$ cat src/rtl/mmu_pager_pkg.sv
// Shared constants for the mmu_pager slice: register offsets, CTRL/STATUS bit
// positions and the wait-state FSM encoding.
package mmu_pager_pkg;

    localparam logic [4:0] OFF_ENABLE  = 5'd8;
    localparam logic [4:0] OFF_WPROT   = 5'd9;
    localparam logic [4:0] OFF_CTRL    = 5'd10;
    localparam logic [4:0] OFF_STATUS  = 5'd11;
    localparam logic [4:0] OFF_FADDR_H = 5'd12;
    localparam logic [4:0] OFF_FADDR_L = 5'd13;

    localparam int CTRL_BRAM_BIT    = 0;
    localparam int CTRL_IRQEN_BIT   = 1;
    localparam int CTRL_WS_LSB      = 4;
    localparam int STATUS_FAULT_BIT = 0;
    localparam int STATUS_BUSY_BIT  = 7;

    typedef enum logic {
        ST_IDLE = 1'b0,
        ST_WAIT = 1'b1
    } wait_state_t;

endpackage

$ cat src/rtl/mmu_wait_gen.sv
// Wait-state generator: stretches each external access by ws cycles by holding
// the CPU, using a small IDLE/WAIT FSM and a 4-bit down counter.
module mmu_wait_gen
    import mmu_pager_pkg::*;
(
    input  logic       clk,
    input  logic       rst,
    input  logic       start,
    input  logic [3:0] ws,
    output logic       hold,
    output logic       busy
);

    wait_state_t state, state_next;
    logic [3:0]  cnt, cnt_next;

    // State and counter registers; reset forces IDLE so hold drops at once.
    always_ff @(posedge clk or negedge rst) begin
        if (!rst) begin
            state <= ST_IDLE;
            cnt   <= 4'd0;
        end else begin
            state <= state_next;
            cnt   <= cnt_next;
        end
    end

    // Next-state, counter and hold decode; the first hold cycle comes from IDLE.
    always_comb begin
        state_next = state;
        cnt_next   = cnt;
        hold       = 1'b0;
        case (state)
            ST_IDLE: begin
                if (start && (ws != 4'd0)) begin
                    hold       = 1'b1;
                    state_next = ST_WAIT;
                    cnt_next   = ws - 4'd1;
                end
            end
            ST_WAIT: begin
                if (cnt != 4'd0) begin
                    hold     = 1'b1;
                    cnt_next = cnt - 4'd1;
                end else begin
                    state_next = ST_IDLE;
                end
            end
            default: state_next = ST_IDLE;
        endcase
    end

    assign busy = (state == ST_WAIT);

endmodule

$ cat src/rtl/mmu_pager.sv
// Multi-window memory pager for the 6801 bus: per-window page translation,
// write protection with first-fault address capture, and wait-state stretching.
module mmu_pager
    import mmu_pager_pkg::*;
#(
    parameter int WINDOWS    = 2,
    parameter int FIRST_SLOT = 2,
    parameter int PAGE_BITS  = 3,
    parameter int WS_RESET   = 0,
    parameter int EXT_AW     = PAGE_BITS + 14
) (
    input  logic              clk,
    input  logic              rst,
    input  logic [15:0]       AD,
    input  logic [7:0]        DI,
    output logic [7:0]        DO,
    input  logic              rw,
    input  logic              vma,
    input  logic              cs,
    input  logic              ext_sel,
    output logic [EXT_AW-1:0] ext_addr,
    output logic              ext_we_ok,
    output logic              bram_disable,
    output logic              hold,
    output logic              irq
);

    logic [PAGE_BITS-1:0] page_q [WINDOWS];
    logic [WINDOWS-1:0]   enable_q;
    logic [WINDOWS-1:0]   wprot_q;
    logic                 bram_q;
    logic                 irq_en_q;
    logic [3:0]           ws_q;
    logic                 fault_q;
    logic [15:0]          faddr_q;
    logic [WINDOWS-1:0]   hit;
    logic                 reg_wr;
    logic                 prot_hit;
    logic                 busy;
    logic [4:0]           off;
    logic                 unused_di;

    assign off       = AD[4:0];
    assign reg_wr    = cs && !rw;
    assign unused_di = ^DI[3:2];

    // Window hit decode against the current enable bits.
    always_comb begin
        for (int i = 0; i < WINDOWS; i++) begin
            hit[i] = enable_q[i] && (AD[15:13] == 3'(FIRST_SLOT + i));
        end
    end

    assign prot_hit  = vma && !rw && ((hit & wprot_q) != '0);
    assign ext_we_ok = !prot_hit;

    // Address translation; slots are distinct so at most one window hits.
    always_comb begin
        ext_addr       = '0;
        ext_addr[15:0] = AD;
        for (int i = 0; i < WINDOWS; i++) begin
            if (hit[i]) begin
                ext_addr = {1'b1, page_q[i], AD[12:0]};
            end
        end
    end

    // Programmable registers, written by CPU stores to the register block.
    always_ff @(posedge clk or negedge rst) begin
        if (!rst) begin
            for (int i = 0; i < WINDOWS; i++) page_q[i] <= '0;
            enable_q <= '0;
            wprot_q  <= '0;
            bram_q   <= 1'b0;
            irq_en_q <= 1'b0;
            ws_q     <= 4'(WS_RESET);
        end else if (reg_wr) begin
            for (int i = 0; i < WINDOWS; i++) begin
                if (off == 5'(i)) page_q[i] <= DI[PAGE_BITS-1:0];
            end
            if (off == OFF_ENABLE) enable_q <= DI[WINDOWS-1:0];
            if (off == OFF_WPROT)  wprot_q  <= DI[WINDOWS-1:0];
            if (off == OFF_CTRL) begin
                bram_q   <= DI[CTRL_BRAM_BIT];
                irq_en_q <= DI[CTRL_IRQEN_BIT];
                ws_q     <= DI[CTRL_WS_LSB +: 4];
            end
        end
    end

    // Fault flag and first-fault address; a new fault beats a same-edge clear.
    always_ff @(posedge clk or negedge rst) begin
        if (!rst) begin
            fault_q <= 1'b0;
            faddr_q <= 16'h0000;
        end else begin
            if (prot_hit) begin
                fault_q <= 1'b1;
                if (!fault_q) faddr_q <= AD;
            end else if (reg_wr && (off == OFF_STATUS) && DI[STATUS_FAULT_BIT]) begin
                fault_q <= 1'b0;
            end
        end
    end

    // Register read-back; unimplemented offsets float high.
    always_comb begin
        DO = 8'hFF;
        for (int i = 0; i < WINDOWS; i++) begin
            if (off == 5'(i)) begin
                DO = 8'h00;
                DO[PAGE_BITS-1:0] = page_q[i];
            end
        end
        case (off)
            OFF_ENABLE: begin
                DO = 8'h00;
                DO[WINDOWS-1:0] = enable_q;
            end
            OFF_WPROT: begin
                DO = 8'h00;
                DO[WINDOWS-1:0] = wprot_q;
            end
            OFF_CTRL:    DO = {ws_q, 2'b00, irq_en_q, bram_q};
            OFF_STATUS:  DO = {busy, 6'b000000, fault_q};
            OFF_FADDR_H: DO = faddr_q[15:8];
            OFF_FADDR_L: DO = faddr_q[7:0];
            default: ;
        endcase
    end

    assign bram_disable = bram_q;
    assign irq          = fault_q && irq_en_q;

    mmu_wait_gen u_wait_gen (
        .clk   (clk),
        .rst   (rst),
        .start (ext_sel && vma),
        .ws    (ws_q),
        .hold  (hold),
        .busy  (busy)
    );

endmodule

$ cat config.mk
export PLATFORM = sky130hd
export DESIGN_NAME = mmu_pager
export DESIGN_NICKNAME = d
export VERILOG_FILES = /design/src/rtl/mmu_pager_pkg.sv /design/src/rtl/mmu_wait_gen.sv /design/src/rtl/mmu_pager.sv
export SDC_FILE = /design/constraint.sdc
export NUM_CORES = 1
export LEC_CHECK = 0
export BUFFER_PORTS_ARGS = -buffer_cell sky130_fd_sc_hd__buf_2
export CAP_MARGIN = 20
export CORE_MARGIN = 1.5
export CORE_UTILIZATION = 44
export DETAILED_ROUTE_END_ITERATION = 8
export GPL_TIMING_DRIVEN = 0
export PLACE_DENSITY = 0.7
export SETUP_SLACK_MARGIN = 0.5
export SYNTH_ARGS = -nofsm -noshare
export SYNTH_HDL_FRONTEND = slang
export SYNTH_HIERARCHICAL = 1
export SYNTH_SLANG_ARGS = --single-unit
$ cat constraint.sdc
create_clock -name clk -period 1.85 [get_ports clk]
set_input_delay 0.185 -clock clk [delete_from_list [all_inputs] [get_ports clk]]
set_output_delay 0.185 -clock clk [all_outputs]
set_load 0.005 [all_outputs]
# ---- Yosys cells after proc, flatten, opt, wreduce, memory -nomap -nowiden
# Cells that the tools add are included.
# Widths: inputs -> output; s select.
dict set report totals {
  reg_bits 38
  inputBits 30
  word_cells 64
}
dict set report op_classes {
  add_sub_neg 2
  n_eq_ne 11
  n_mux 13
  n_bitwise 3
  reduce_logical 24
}
# cell count
set ops {}
lappend ops {{$pmux 8 s6} 1}
lappend ops {{$mux 17} 2}
lappend ops {{$eq 5x4->1 const B} 6}
lappend ops {{$mux 8} 2}
lappend ops {{$reduce_and 2->1} 7}
lappend ops {{$logic_and 1x1->1} 10}
lappend ops {{$mux 4} 2}
lappend ops {{$pmux 4 s2} 1}
lappend ops {{$reduce_bool 4->1} 2}
lappend ops {{$sub 4x1->4 const B} 2}
lappend ops {{$eq 3x2->1 const B} 2}
lappend ops {{$eq 5x1->1 const B} 1}
lappend ops {{$logic_not 5->1} 1}
lappend ops {{$mux 1} 4}
lappend ops {{$reduce_bool 2->1} 2}
lappend ops {{$and 2x2->2} 1}
lappend ops {{$logic_not 1->1} 2}
lappend ops {{$ne 2x1->1 const B} 1}
lappend ops {{$ne 2x2->1 const B} 1}
lappend ops {{$not 1->1} 2}
lappend ops {{$pmux 1 s2} 1}

# ---- Longest topological paths before layout
dict set report logic_depth {
  ltp_word 6
  ltp_mapped 6
}

# ---- Hierarchy
# Netlist, hierarchy kept.
# mod n_inst cells_each area_per_inst_um2 seq_area_each_um2
set by_module_without_submodules {}
lappend by_module_without_submodules {mmu_pager 1 172 1861.8 825.8}
lappend by_module_without_submodules {mmu_wait_gen 1 34 339.1 125.1}

# ---- Worst setup path after synthesis
# OpenSTA, ideal clock, no wires.
dict set report synth_path {
  kind {reg-to-reg}
  from {register enable_q[1]}
  to {register faddr_q[10]}
  setup_time_ns 0.125
  arrival_time_ns 1.598
  required_time_ns 1.725
  setup_slack_ns 0.127
  stages_incl_launch_ff 6
  n_path_buf 1
  cell_sequence {dfrtp_1 > and4b_2 > a22oi_2 > nor4b_4 > buf_6 > mux2_2}
}
dict set report synth_via {
  elab_chain_cells 5
}
# element line
set synth_rtl {}
lappend synth_rtl {{from (decl)} mmu_pager.sv:29} ;# logic [WINDOWS-1:0] enable_q;
lappend synth_rtl {{from (signal assigned)} mmu_pager.sv:81} ;# if (off == OFF_ENABLE) enable_q <= DI[WINDOWS-1:0];
lappend synth_rtl {{$logic_and 1x1->1} mmu_pager.sv:50} ;# hit[i] = enable_q[i] && (AD[15:13] == 3'(FIRST_SLOT + i));
lappend synth_rtl {{$and 2x2->2} mmu_pager.sv:54} ;# assign prot_hit = vma && !rw && ((hit & wprot_q) != '0);
lappend synth_rtl {{$reduce_bool 2->1} mmu_pager.sv:54}
lappend synth_rtl {{$logic_and 1x1->1} mmu_pager.sv:54}
lappend synth_rtl {{$reduce_and 2->1 (no line)} -}
lappend synth_rtl {{to (signal assigned)} mmu_pager.sv:95} ;# faddr_q <= 16'h0000;
lappend synth_rtl {{to (signal assigned)} mmu_pager.sv:99} ;# if (!fault_q) faddr_q <= AD;
lappend synth_rtl {{to (decl)} mmu_pager.sv:35} ;# logic [15:0] faddr_q;
# Every way passes these cells.
# A chain may end at the register's enable or synchronous reset.

# ---- Worst setup path in the final report
dict set report layout_path {
  from {register enable_q[1]}
  to {register faddr_q[4]}
}
# The elaborated chain is that of the path after synthesis.

==> metrics.cfg <==
[clocking]
cts_tree = built
htree_levels = 2
cts_hold_buf = 0
clockBufferDepth = 2
cts_buffers = 5
clock-sinks = 38
clk_pin_slew_ns = 0.07
clk_latency_ns = 0.29
clock-root-buffer = clkbuf_8

[yosys]
ys_types = 53
synth_fp_nets = 237
synthFlopType = dfrtp_1
postSynthAreaPerCell_um2 = 10.68
ys_async_sr_fraction_pct = 100.0
synth_seq_cells = 38
synth_area_um2 = 2201
synth_edf_count = 0
yosys_warnings = 6
ys_seq_area_share_pct = 43.21
synthCells = 206

[cells_and_area]
synthToLayoutAreaGrowth_pct = 49.86
register_area_um2 = 957.2
final_nets = 333
multi_input_area_um2 = 1358
stdcell_area_um2 = 3298
antenna-diode-count = 0
drive_gt1_share_pct = 62.58
fillCellCount = 367
fin_cells = 369

[pwr]
finalPower_mw = 2.749
leakage_nw = 1.589
p_per_area_nw_per_um2 = 833.4
ir_drop_uv = 572.6

[sta]
worst_pin_slew_ns = 0.8352
worst_hold_slack_ns = -0.005497
rsz0062_at_grt = yes
period_needed_ns = 1.731
finalClockSkew_ns = 0.003773
min_period_over_period_pct = 93.55
finalMaxSlewViolations = 0
relSlewSlack_pct = 44.32
timing.fmax_ghz = 0.5778
setup_viol_count_final = 0
timing_hold_violations_final = 12
tns_ns = 0

[critical_path]
r2r_start = enable_q[1]
cpPeakStageDelay_ns = 0.39
cp.required_ns = 2.03
crit_chain = and4b_2, a22oi_2, nor4b_4, buf_6, buf_8, mux2_2
startpoint_type = register
reg2reg_slack_ns = 0.12
critPathCaptureType = register
slowest_stage = dfrtp_1
cp.arrival_ns = 1.91
worst-setup-path-type = register to register
cp_max_fo = 5
r2r-end = faddr_q[4]
ff2ff_path_depth = 6

[global_routing]
grt_pass1_vias = 1846
grt_max_degree = 39
grt_pass1_wl_um = 8866
antenna_found_initial = 0
track_usage_pct = 21.69
grt.overflow.total = 0

[placed_design]
place_congestion = 0.8064
port_buffers = 55
dpl_cell_area_um2 = 2592
dp_cells = 328
dp_hpwl_um = 3866

[die]
die_h_um = 73.73
die_area_um2 = 5435
pin_count = 59
start_util_pct = 45.99
coreArea_um2 = 4786
die_x_um = 73.73
num_rows = 25

[drt]
routedWlPerCell_um = 16.09
drc = 0
drtPass1Iterations = 4
routed_wirelength_um = 5937
wl_met1_um = 2638
drt-initial-drc-count = 75
wl_met3_um = 309
dr_total_vias = 2003
route.met2.wl_um = 2873
antenna_left = 0
top_layer = met4
via_per_inst = 5.428

[run]
max_cap_viol_count = 0

[status]
violations = hold timing
status = finished, violations left

[hold_path]
hold_path.class = primary input to asynchronous set/reset pin

==> what timing repair did <==
action,CTS,global route
pin swaps,15,15
gates resized for setup,48,50
endpoints found under the hold margin,0,0
setup endpoints to repair,33,35
cloned,0,1
buffers inserted,22,11
==> synth_stat cells, drive strengths merged (2+ instances only) <==
library cell	instances	share of area [%]
o31ai	4	1.4
a21oi	6	1.4
nand3	2	0.45
nor4	3	1.1
o21ai	11	2.5
o211ai	2	0.68
nor3	3	0.68
o41ai	2	1.1
dfrtp	38	43
nand2	14	2.4
nand2b	5	1.4
mux2	28	14
clkbuf	6	1.0
a221oi	2	0.80
nor2b	7	2.0
nor2	5	0.85
nand4	2	0.57
and2	3	0.85
inv	9	1.5
buf	15	5.2
mux2i	9	4.1
a22oi	5	1.9
or2	2	0.57
==> stage by stage <==
stage	util, %	setup slack (ns)	hold WS (ns)
final	68.92	0.1194	-0.005497
after global routing	68.92	0.08216	0.06509
after CTS	62.56	0.1117	0.02104
after detailed placement	54.17	-0.2007	0.3356
after global placement	54.17	-0.1716	0.3440
after floorplan	-	0.1275	-0.1106
==> per-layer routing <==
| layer | global-route usage [%] | vias up |
|---|---|---|
| met2 | 33.13 | 61 |
| li1 | - | 934 |
| met5 | 0 | - |
| met1 | 30.00 | 997 |
| met3 | 4.801 | 11 |
| met4 | 8.230 | 0 |
==> area by class of cell <==
type                       instances  share of cell area [%]
timing repair buffer              89                   18.21
multi-input combinational        138                   41.16
clock buffer                       7                   2.314
tap                               67                   2.542
buffer                            21                   5.728
inverter                           9                   1.024
sequential                        38                   29.02
==> flip-flops by register name, indices dropped and copies added (netlist names) <==
signal           flops
bram_disable         1
enable_q             2
faddr_q             16
fault_q              1
irq_en_q             1
page_q               6
u_wait_gen/busy      1
u_wait_gen/cnt       4
wprot_q              2
ws_q                 4
==> how the worst max path moves through the flow <==
| stage | startpoint | to | slack [ns] |
|---|---|---|---|
| detailed placement | AD[15] | faddr_q[6] | -0.20 |
| finish | enable_q[1] | faddr_q[4] | 0.12 |
| global placement | AD[15] | faddr_q[9] | -0.17 |
| global route | enable_q[1] | ext_we_ok | 0.08 |
| floorplan | enable_q[1] | faddr_q[10] | 0.13 |
| CTS | enable_q[1] | faddr_q[6] | 0.11 |
==> worst max-delay path: cells and delay by family (launching register included) <==
family / cells / cell delay (ns)
AND/OR/NAND/NOR: 2 / 0.50
flip-flops: 1 / 0.39
multiplexers: 1 / 0.33
buffers and inverters: 2 / 0.31
AO/OA/AOI/OAI: 1 / 0.08
==> power breakdown <==
group          switching, mW  total [mW]  internal, mW
logic                  0.433        1.09         0.655
registers              0.158        1.13         0.975
clock network          0.269       0.528         0.259
==> layout by cell type, fill, tap and decap left out, types with 3 or more instances in the layout <==
cell	instances
dfrtp_1	33
buf_6	13
clkbuf_8	7
o21ai_1	3
mux2_2	14
a21oi_1	3
a22oi_1	4
nor2b_4	3
buf_2	52
mux2_4	14
dfrtp_2	5
o31ai_1	3
nor2_1	4
o21ai_0	6
inv_1	7
nand2b_4	4
nand2_1	13
mux2i_1	8
buf_4	38
==> cell families after synthesis <==
logic type                 synth area share [%]
xor gates and xnor gates                 0.3980
adders and majority gates                0.5684
buffers and inverters                     7.731
muxes                                     18.42
DFF                                       43.21
AOI/OAI and AO/OA                         14.44
and+or+nand+nor                           15.24
(Power assumes the default switching activity.)
